## src/rtl/hwpe_stream_fence_ctrl_pkg.sv

```systemverilog
// Shared types and constants for the stream fence sequencer.
// State encoding and default beat-count width.
package hwpe_stream_package;

  localparam int HWPE_STREAM_FENCE_CTRL_LEN_W = 16;

  typedef enum logic [1:0] {
    IDLE  = 2'd0,
    RUN   = 2'd1,
    DONE  = 2'd2,
    ERROR = 2'd3
  } fence_ctrl_state_e;

endpackage

```

## src/rtl/hwpe_stream_fence_ctrl_cnt.sv

```systemverilog
// Generic counter with sync clear, enable and optional saturation.
// Used for beat, stall and watchdog counts.
module hwpe_stream_fence_ctrl_cnt #(
  parameter int WIDTH = 16,
  parameter bit SAT   = 1'b0
) (
  input  logic             clk_i,
  input  logic             rst_i,
  input  logic             clear_i,
  input  logic             en_i,
  output logic [WIDTH-1:0] cnt_o
);

  logic [WIDTH-1:0] cnt_d, cnt_q;

  // clear has priority; saturating instances stop at all-ones
  always_comb begin
    cnt_d = cnt_q;
    if (clear_i) begin
      cnt_d = '0;
    end else if (en_i && !(SAT && (&cnt_q))) begin
      cnt_d = cnt_q + 1'b1;
    end
  end

  // count register
  always_ff @(posedge clk_i or posedge rst_i) begin
    if (rst_i) cnt_q <= '0;
    else       cnt_q <= cnt_d;
  end

  assign cnt_o = cnt_q;

endmodule

```

## src/rtl/hwpe_stream_fence_ctrl.sv

```systemverilog
// Transfer sequencer for an NB_STREAMS-wide stream fence.
// Optional watchdog: HWPE_STREAM_FENCE_CTRL_TIMEOUT_EN.
module hwpe_stream_fence_ctrl
  import hwpe_stream_package::*;
#(
  parameter int NB_STREAMS  = 2,
  parameter int LEN_WIDTH   = HWPE_STREAM_FENCE_CTRL_LEN_W,
  parameter int STALL_WIDTH = 16,
  parameter int TIMEOUT_CYC = 1024
) (
  input  logic                   clk_i,
  input  logic                   rst_i,
  input  logic                   clear_i,
  input  logic                   start_i,
  input  logic [LEN_WIDTH-1:0]   len_i,
  input  logic [NB_STREAMS-1:0]  push_valid_i,
  input  logic                   pop_valid_i,
  input  logic [NB_STREAMS-1:0]  pop_ready_i,
  output logic                   gate_o,
  output logic                   busy_o,
  output logic                   done_o,
  output logic [LEN_WIDTH-1:0]   beat_cnt_o,
  output logic [STALL_WIDTH-1:0] stall_cnt_o,
  output logic                   err_o
);

  fence_ctrl_state_e state_d, state_q;
  logic [LEN_WIDTH-1:0] len_d, len_q;
  logic [LEN_WIDTH-1:0] last_idx;
  logic in_run, beat, last_beat, stall, start_acc, cnt_clr;
  logic timeout;

  assign in_run    = (state_q == RUN);
  assign beat      = in_run & pop_valid_i & (&pop_ready_i);
  assign stall     = in_run & (|push_valid_i) & ~(&push_valid_i);
  assign start_acc = (state_q == IDLE) & start_i & ~clear_i;
  assign cnt_clr   = clear_i | start_acc;
  assign last_idx  = len_q - {{(LEN_WIDTH-1){1'b0}}, 1'b1};
  assign last_beat = beat & (beat_cnt_o == last_idx);

  hwpe_stream_fence_ctrl_cnt #(
    .WIDTH (LEN_WIDTH),
    .SAT   (1'b0)
  ) i_beat_cnt (
    .clk_i   (clk_i),
    .rst_i   (rst_i),
    .clear_i (cnt_clr),
    .en_i    (beat),
    .cnt_o   (beat_cnt_o)
  );

  hwpe_stream_fence_ctrl_cnt #(
    .WIDTH (STALL_WIDTH),
    .SAT   (1'b1)
  ) i_stall_cnt (
    .clk_i   (clk_i),
    .rst_i   (rst_i),
    .clear_i (cnt_clr),
    .en_i    (stall),
    .cnt_o   (stall_cnt_o)
  );

`ifdef HWPE_STREAM_FENCE_CTRL_TIMEOUT_EN
  localparam int WD_W = $clog2(TIMEOUT_CYC + 1);
  logic [WD_W-1:0] wd_cnt;

  // watchdog restarts on each beat and whenever RUN is not active
  hwpe_stream_fence_ctrl_cnt #(
    .WIDTH (WD_W),
    .SAT   (1'b1)
  ) i_wd_cnt (
    .clk_i   (clk_i),
    .rst_i   (rst_i),
    .clear_i (clear_i | beat | ~in_run),
    .en_i    (in_run & ~beat),
    .cnt_o   (wd_cnt)
  );

  assign timeout = in_run & ~beat &
                   (wd_cnt == WD_W'(TIMEOUT_CYC - 1));
  assign err_o   = (state_q == ERROR);
`else
  assign timeout = 1'b0;
  assign err_o   = 1'b0;
`endif

  // transfer length is captured only on an accepted start
  always_comb begin
    len_d = len_q;
    if (clear_i)        len_d = '0;
    else if (start_acc) len_d = len_i;
  end

  // next-state logic; soft clear overrides everything
  always_comb begin
    state_d = state_q;
    case (state_q)
      IDLE: begin
        if (start_i)
          state_d = (len_i == '0) ? DONE : RUN;
      end
      RUN: begin
        if (last_beat)    state_d = DONE;
        else if (timeout) state_d = ERROR;
      end
      DONE: state_d = IDLE;
`ifdef HWPE_STREAM_FENCE_CTRL_TIMEOUT_EN
      ERROR: state_d = ERROR;
`endif
      default: state_d = IDLE;
    endcase
    if (clear_i) state_d = IDLE;
  end

  // state and latched length registers
  always_ff @(posedge clk_i or posedge rst_i) begin
    if (rst_i) begin
      state_q <= IDLE;
      len_q   <= '0;
    end else begin
      state_q <= state_d;
      len_q   <= len_d;
    end
  end

  assign gate_o = in_run;
  assign busy_o = in_run;
  assign done_o = (state_q == DONE);

endmodule
```

## config.mk

```make
export PLATFORM = sky130hd
export DESIGN_NAME = hwpe_stream_fence_ctrl
export DESIGN_NICKNAME = d
export VERILOG_FILES = /design/src/rtl/hwpe_stream_fence_ctrl_pkg.sv /design/src/rtl/hwpe_stream_fence_ctrl_cnt.sv /design/src/rtl/hwpe_stream_fence_ctrl.sv
export SDC_FILE = /design/constraint.sdc
export NUM_CORES = 1
export LEC_CHECK = 0
export CORE_MARGIN = 2
export CORE_UTILIZATION = 51
export CTS_CLUSTER_SIZE = 16
export DETAILED_ROUTE_END_ITERATION = 6
export PLACE_DENSITY = 0.8
export SLEW_MARGIN = 30
export SYNTH_ARGS = -nofsm -noshare
export SYNTH_HDL_FRONTEND = slang
export SYNTH_SLANG_ARGS = --single-unit
```

## constraint.sdc

```tcl
create_clock -name clk_i -period 3 [get_ports clk_i]
set_input_delay 0.6 -clock clk_i [delete_from_list [all_inputs] [get_ports clk_i]]
set_output_delay 0.6 -clock clk_i [all_outputs]
set_load 0.01 [all_outputs]
```

==> impl_metrics.csv, run 1 <==
group,metric,value,unit
run_status,status,"completed",
synth,synth-main-ff-cell,"dfrtp_1",
die,std_cell_rows,26,
clock_tree,cts-resized-gates,0,
place,place.gp.congestion,0.811,
sta,timing.fmax,393,MHz
setup_path,path_cells,"inv_1 > ha_1 > or4b_4 > nor2b_4 > or3b_1 > xnor2_1 > o2111ai_1 > o21a_1",
synth,synth_cells,288,
sta,finalSetupTns,0,ns
clock_tree,clockBufferDepth,2,
detailed_routing,via_per_inst,5.64,
finish,drive_gt1_share,5.75,%
power,total_leakage_power,1.45,nW
die,start_util,53.7,%
detailed_routing,first_pass_iters,4,
die,dieArea,6060,sq um
job,maxCapViolations,0,
sta,fin_skew,0.00654,ns
die,die_x,77.8,um
sta,timing.slew.headroom,39.4,%
die,die-height,77.8,um
detailed_routing,wl_per_cell,15.2,um
synth,syn_area_per_cell,9.65,sq um
global_route,grt_first_pass_wirelength,11.0,mm
clock_tree,root_buffer,"clkbuf_8",
place,dp_hpwl,4.78,mm
sta,final_max_slew_viol_count,0,
sta,tightest_slew,0.906,ns
detailed_routing,drc,0,
place,placedCellCount,410,
setup_path,cp_slowest_cell,"or4b_4",
finish,final_cell_mix,"59 x clkdlybuf4s50_1, 50 x dfrtp_1, 43 x nor2_1",
clock_tree,cts_made_buffers,5,
sta,grt_setup_unrepaired,"false",
synth,ys_seq_elements,50,
die,core,5170,sq um
synth,async_reset_ff_share,100,%
hold_path,worstHoldPathType,"reg -> reg",
global_route,antenna_found_initial,0,
die,io_pins,61,
clock_tree,cts_tree,"done",
setup_path,required,3.20,ns
detailed_routing,vias,2358,
setup_path,cpPeakStageDelay,0.54,ns
finish,fillers,403,
setup_path,critical_path.top_delay_family,"simple AND/OR/NAND/NOR gates",
sta,hold_viol,0,
finish,antenna_cells,0,
setup_path,r2r_slack,0.46,ns
clock_tree,clk_latency,0.30,ns
synth,yosysTopAreaCell,"dfrtp_1",
clock_tree,cts_setup_buffers,0,
clock_tree,clk_pin_slew,0.09,ns
synth,synthTopCellsByArea,"dfrtp_1 45%, xnor2_1 7.6%, xor2_1 7.6%",
place,io_buffers,59,
synth,synth_edf_count,0,
detailed_routing,drt_iter0_drc,96,
clock_tree,postCtsHoldBufs,0,
setup_path,critPathLaunchType,"flop",
detailed_routing,detail-route-antenna-nets,0,
clock_tree,cts.htree.levels,2,
synth,netlist_area,2780,sq um
synth,synth_fp_nets,316,
global_route,grt_usage,22.9,%
synth,synth_top_area_share,45.0,%
finish,area_growth,29.0,%
setup_path,arrival,2.74,ns
setup_path,path_max_fanout,6,
synth,ys_warn_count,0,
setup_path,worstSetupPathType,"reg -> reg",
global_route,grt_max_degree,35,
finish,stdcell_count,418,
finish,final_common_cell,"clkdlybuf4s50_1",
sta,fin_crit,2.54,ns
global_route,grt_pass1_vias,2277,
sta,layout_setup_ws,0.457,ns
synth,synth.distinct_cells,50,
place,dp_slack,0.209,ns
finish,final_nets,375,
detailed_routing,totalWireLength,6.36,mm
global_route,overflow,0,
clock_tree,numClockSinks,50,
setup_path,worst-path-buf-inv,1,
sta,finalSetupViolations,0,
synth,yosysSeqAreaShare,45.0,%
power,ir_drop,0.256,mV
sta,period_share,84.8,%
setup_path,critPathCaptureType,"flop",
power,powerDensity,424,nW/um^2
-- metal layers --
layer	up-vias	share of wire (%)	GRT usage (%)
li1	1140	-	-
met1	1143	45	30.7
met2	68	49	37.6
met3	7	4.4	3.60
met4	0	1.4	8.21
met5	-	0	0
-- sequential cells by signal, summed over array words and instances (netlist names) --
name / cells
state_q: 2
i_beat_cnt.cnt_o: 16
len_q: 16
i_stall_cnt.cnt_o: 16
-- through the flow --
step	util [%]	cell area (sq um)	hold WS [ns]	total power, mW
after CTS	69.3	3580	0.559	1.52
after floorplan	-	2780	0.493	0.884
final	69.3	3580	0.548	1.52
after global placement	66.6	3450	0.539	0.962
after global routing	69.3	3580	0.567	1.59
after detailed placement	66.6	3450	0.533	0.968
-- worst paths after layout --
kind                                start                   end  cells after the start
worst max-delay path             len_q[0]            state_q[0]                      8
worst min-delay path            len_q[15]             len_q[15]                      1
worst max register to register   len_q[0]            state_q[0]                      8
worst min register to register  len_q[15]             len_q[15]                      1
max in group asynchronous           rst_i   i_beat_cnt.cnt_o[9]                      3
min in group asynchronous           rst_i  i_stall_cnt.cnt_o[0]                      2
-- where the power goes --
part | leakage, nW | total (mW) | switching [mW] | internal, mW
clock network | 0.0683 | 0.562 | 0.228 | 0.334
registers | 0.689 | 0.714 | 0.0237 | 0.691
logic | 0.690 | 0.242 | 0.127 | 0.115
-- cell families (layout without fill, tap and decap cells) --
family / Yosys count / count (layout) / synth area share [%]
AND/OR/NAND/NOR: 126 / 126 / 23.7
other: 1 / 1 / 0.135
AO/OA/AOI/OAI: 43 / 43 / 11.7
adder cells (fa/ha/maj): 3 / 3 / 1.35
XOR/XNOR: 48 / 48 / 15.1
multiplexers: 2 / 2 / 0.720
flip-flops: 50 / 50 / 45.0
buffers and inverters: 15 / 75 / 2.30
-- layout make-up --
| class | count | area (sq um) | share of cell area (%) |
|---|---|---|---|
| multi-input combinational | 223 | 1460 | 40.8 |
| sequential | 50 | 1250 | 34.9 |
| timing repair buffer | 62 | 626 | 17.5 |
| tap | 70 | 87.6 | 2.44 |
| clock buffer | 5 | 68.8 | 1.92 |
| clock inverter | 3 | 68.8 | 1.92 |
| inverter | 5 | 18.8 | 0.524 |
-- Yosys cell counts, types with 4 or more instances --
cell type and number:
xor2_1 24, and3_1 5, nand3_1 10, inv_1 5
a22o_1 13, nor2_1 43, xnor2_1 24, nor4_1 5
nand2_1 18, nor3_1 4, dfrtp_1 50, a21oi_1 5
clkbuf_1 8, o21ai_0 8, nand4_1 14, or3_1 4
-- worst register-to-register path: stages (launching register included) --
cell and delay [ns]:
dfrtp_1 0.43, inv_1 0.09, ha_1 0.27, or4b_4 0.54, nor2b_4 0.17, or3b_1 0.38
xnor2_1 0.18, o2111ai_1 0.17, o21a_1 0.22
(Power assumes the default switching activity.)
==> run 2: changes to the inputs <==
--- a/config.mk
+++ b/config.mk
@@ -6,10 +6,10 @@
 export NUM_CORES = 1
 export LEC_CHECK = 0
 export CORE_MARGIN = 2
-export CORE_UTILIZATION = 51
+export CORE_UTILIZATION = 46
 export CTS_CLUSTER_SIZE = 16
 export DETAILED_ROUTE_END_ITERATION = 6
-export PLACE_DENSITY = 0.8
+export PLACE_DENSITY = 0.77
 export SLEW_MARGIN = 30
 export SYNTH_ARGS = -nofsm -noshare
 export SYNTH_HDL_FRONTEND = slang
==> constraint.sdc (replaced) <==
create_clock -name clk_i -period 2 [get_ports clk_i]
set_input_delay 0.4 -clock clk_i [delete_from_list [all_inputs] [get_ports clk_i]]
set_output_delay 0.4 -clock clk_i [all_outputs]
set_load 0.01 [all_outputs]
==> run 2 against run 1 <==
Largest power group unchanged; first-iteration DRC count up 77%; cell count is 11% higher; sequential power rose by 48%; wire length rose by 14%; global-route usage down 0.075 points; worst setup slack got worse by 0.66 ns; via count increased by 8.1%; register-to-register slack got worse by 0.66 ns; sequential share of layout area is 3.1 points lower; final area grew 10%; largest cell class unchanged; clock power rose by 30%; the flow now finishes with violations (negative setup slack).
==> impl_metrics.csv, run 2 (same netlist as run 1, synthesis figures left out) <==
group,metric,value,unit
clock_tree,clockBufferDepth,2,
die,die_x,81.7,um
hold_path,worstHoldPathType,"in -> async",
finish,stdcell_count,462,
finish,final_nets,415,
global_route,grt_use_met3,4.73,%
global_route,antenna_found_initial,0,
global_route,gr-usage-met1,31.4,%
sta,finalSetupViolations,2,
sta,layout_setup_ws,-0.200,ns
detailed_routing,drc,0,
place,io_buffers,59,
power,power,2.25,mW
die,start_util,47.2,%
place,dp_hpwl,5.33,mm
job,maxCapViolations,0,
clock_tree,clk_latency,0.30,ns
global_route,grt_usage,22.8,%
power,ir_drop,0.478,mV
detailed_routing,totalWireLength,7.26,mm
finish,antenna_cells,0,
sta,period_share,110,%
clock_tree,cts_tree,"done",
finish,final_cell_mix,"57 x clkdlybuf4s50_1, 48 x dfrtp_1, 40 x nor2_1",
sta,tightest_slew,0.471,ns
run_status,status,"finished with violations",
power,powerDensity,571,nW/um^2
setup_path,arrival,2.41,ns
setup_path,worstSetupPathType,"reg -> reg",
die,io_pins,61,
detailed_routing,detail-route-antenna-nets,0,
sta,timing.fmax,455,MHz
sta,timing.slew.headroom,67.8,%
sta,grt_setup_unrepaired,"true",
die,core,5890,sq um
sta,final_max_slew_viol_count,0,
clock_tree,numClockSinks,50,
clock_tree,cts_made_buffers,5,
clock_tree,clk_pin_slew,0.09,ns
setup_path,critPathLaunchType,"flop",
detailed_routing,wl_per_cell,15.7,um
clock_tree,postCtsHoldBufs,0,
sta,fin_crit,2.20,ns
die,die-height,81.7,um
finish,area_growth,42.0,%
place,place.gp.congestion,0.858,
global_route,grt_first_pass_wirelength,11.6,mm
detailed_routing,via_per_inst,5.52,
detailed_routing,vias,2549,
die,dieArea,6680,sq um
clock_tree,root_buffer,"clkbuf_8",
power,total_leakage_power,1.65,nW
global_route,grt_util_met2,35.4,%
global_route,grt_max_degree,33,
detailed_routing,drt_iter0_drc,170,
setup_path,critPathCaptureType,"flop",
run_status,violations,"negative setup slack",
place,placedCellCount,452,
setup_path,path_max_fanout,3,
global_route,grt_pass1_vias,2423,
finish,final_common_cell,"clkdlybuf4s50_1",
global_route,overflow,0,
sta,hold_viol,0,
clock_tree,cts.htree.levels,2,
finish,drive_gt1_share,19.1,%
die,std_cell_rows,28,
detailed_routing,first_pass_iters,5,
global_route,busiest_layer,"met2",
sta,fin_skew,0.00947,ns
setup_path,required,2.21,ns
-- run 2: cell types whose count changed in the layout (fill, tap and decap cells not counted), moves of 2 or more --
cell / previous run / this run
inv_2: 1 / 4
nor2_2: 0 / 3
ha_4: 0 / 2
buf_4: 2 / 39
dlygate4sd2_1: 0 / 2
dfrtp_1: 50 / 48
clkdlybuf4s50_1: 59 / 57
buf_6: 0 / 2
ha_1: 3 / 1
dfrtp_2: 0 / 2
nor2_1: 43 / 40
inv_1: 4 / 1
-- run 2: final timing paths --
path | start | to | slack [ns] | cells past startpoint
worst max-delay path | len_q[0] | state_q[0] | -0.20 | 8
min in group clk_i | len_q[15] | len_q[15] | 0.55 | 1
worst min register to register | len_q[15] | len_q[15] | 0.55 | 1
worst max register to register | len_q[0] | state_q[0] | -0.20 | 8
worst min-delay path | rst_i | i_stall_cnt.cnt_o[6] | 0.38 | 2
max in group asynchronous | rst_i | len_q[10] | 1.15 | 3
-- run 2: per-layer routing --
| layer | up-vias | routed length (um) |
|---|---|---|
| met1 | 1249 | 3300 |
| met2 | 68 | 3560 |
| li1 | 1216 | - |
| met3 | 16 | 261 |
| met5 | - | 0 |
| met4 | 0 | 136 |
-- run 2: power by group --
| group | switching (mW) | internal [mW] | total, mW |
|---|---|---|---|
| Clock | 0.331 | 0.400 | 0.732 |
| Sequential | 0.0273 | 1.04 | 1.06 |
| Combinational | 0.230 | 0.228 | 0.458 |
| Total | 0.589 | 1.66 | 2.25 |
-- run 2: worst max-delay path, cell delays in order (launching register included) --
cell       delay, ns
dfrtp_1         0.41
inv_2           0.08
ha_4            0.12
or4b_4          0.49
nor2b_4         0.14
or3b_1          0.37
xnor2_1         0.14
o2111ai_1       0.14
o21a_1          0.20
-- run 2: what timing repair did --
item,in CTS,in global routing
endpoints found under the setup margin,4,7
buffers inserted,1,2
resized for setup,2,18
pin swaps,1,6
-- run 2: area by class of cell --
cell class | instances | area, sq um
Clock inverter | 1 | 30.0
Tap cell | 75 | 93.8
Multi-Input combinational cell | 223 | 1520
Inverter | 5 | 18.8
Timing Repair Buffer | 102 | 943
Fill cell | 486 | 1940
Clock buffer | 6 | 82.6
Sequential cell | 50 | 1250
-- run 2: per-stage QoR --
stage / hold slack (ns) / utilization [%] / setup slack, ns / setup TNS (ns) / instance area [sq um]
floorplan: 0.493 / - / -0.154 / -0.205 / 2790
CTS: 0.394 / 65.8 / -0.169 / -0.257 / 3870
global route: 0.411 / 67.0 / -0.269 / -0.487 / 3950
detailed placement: 0.546 / 63.8 / -0.280 / -1.78 / 3760
global placement: 0.541 / 63.8 / -0.241 / -1.32 / 3760
finish: 0.384 / 67.0 / -0.200 / -0.318 / 3950
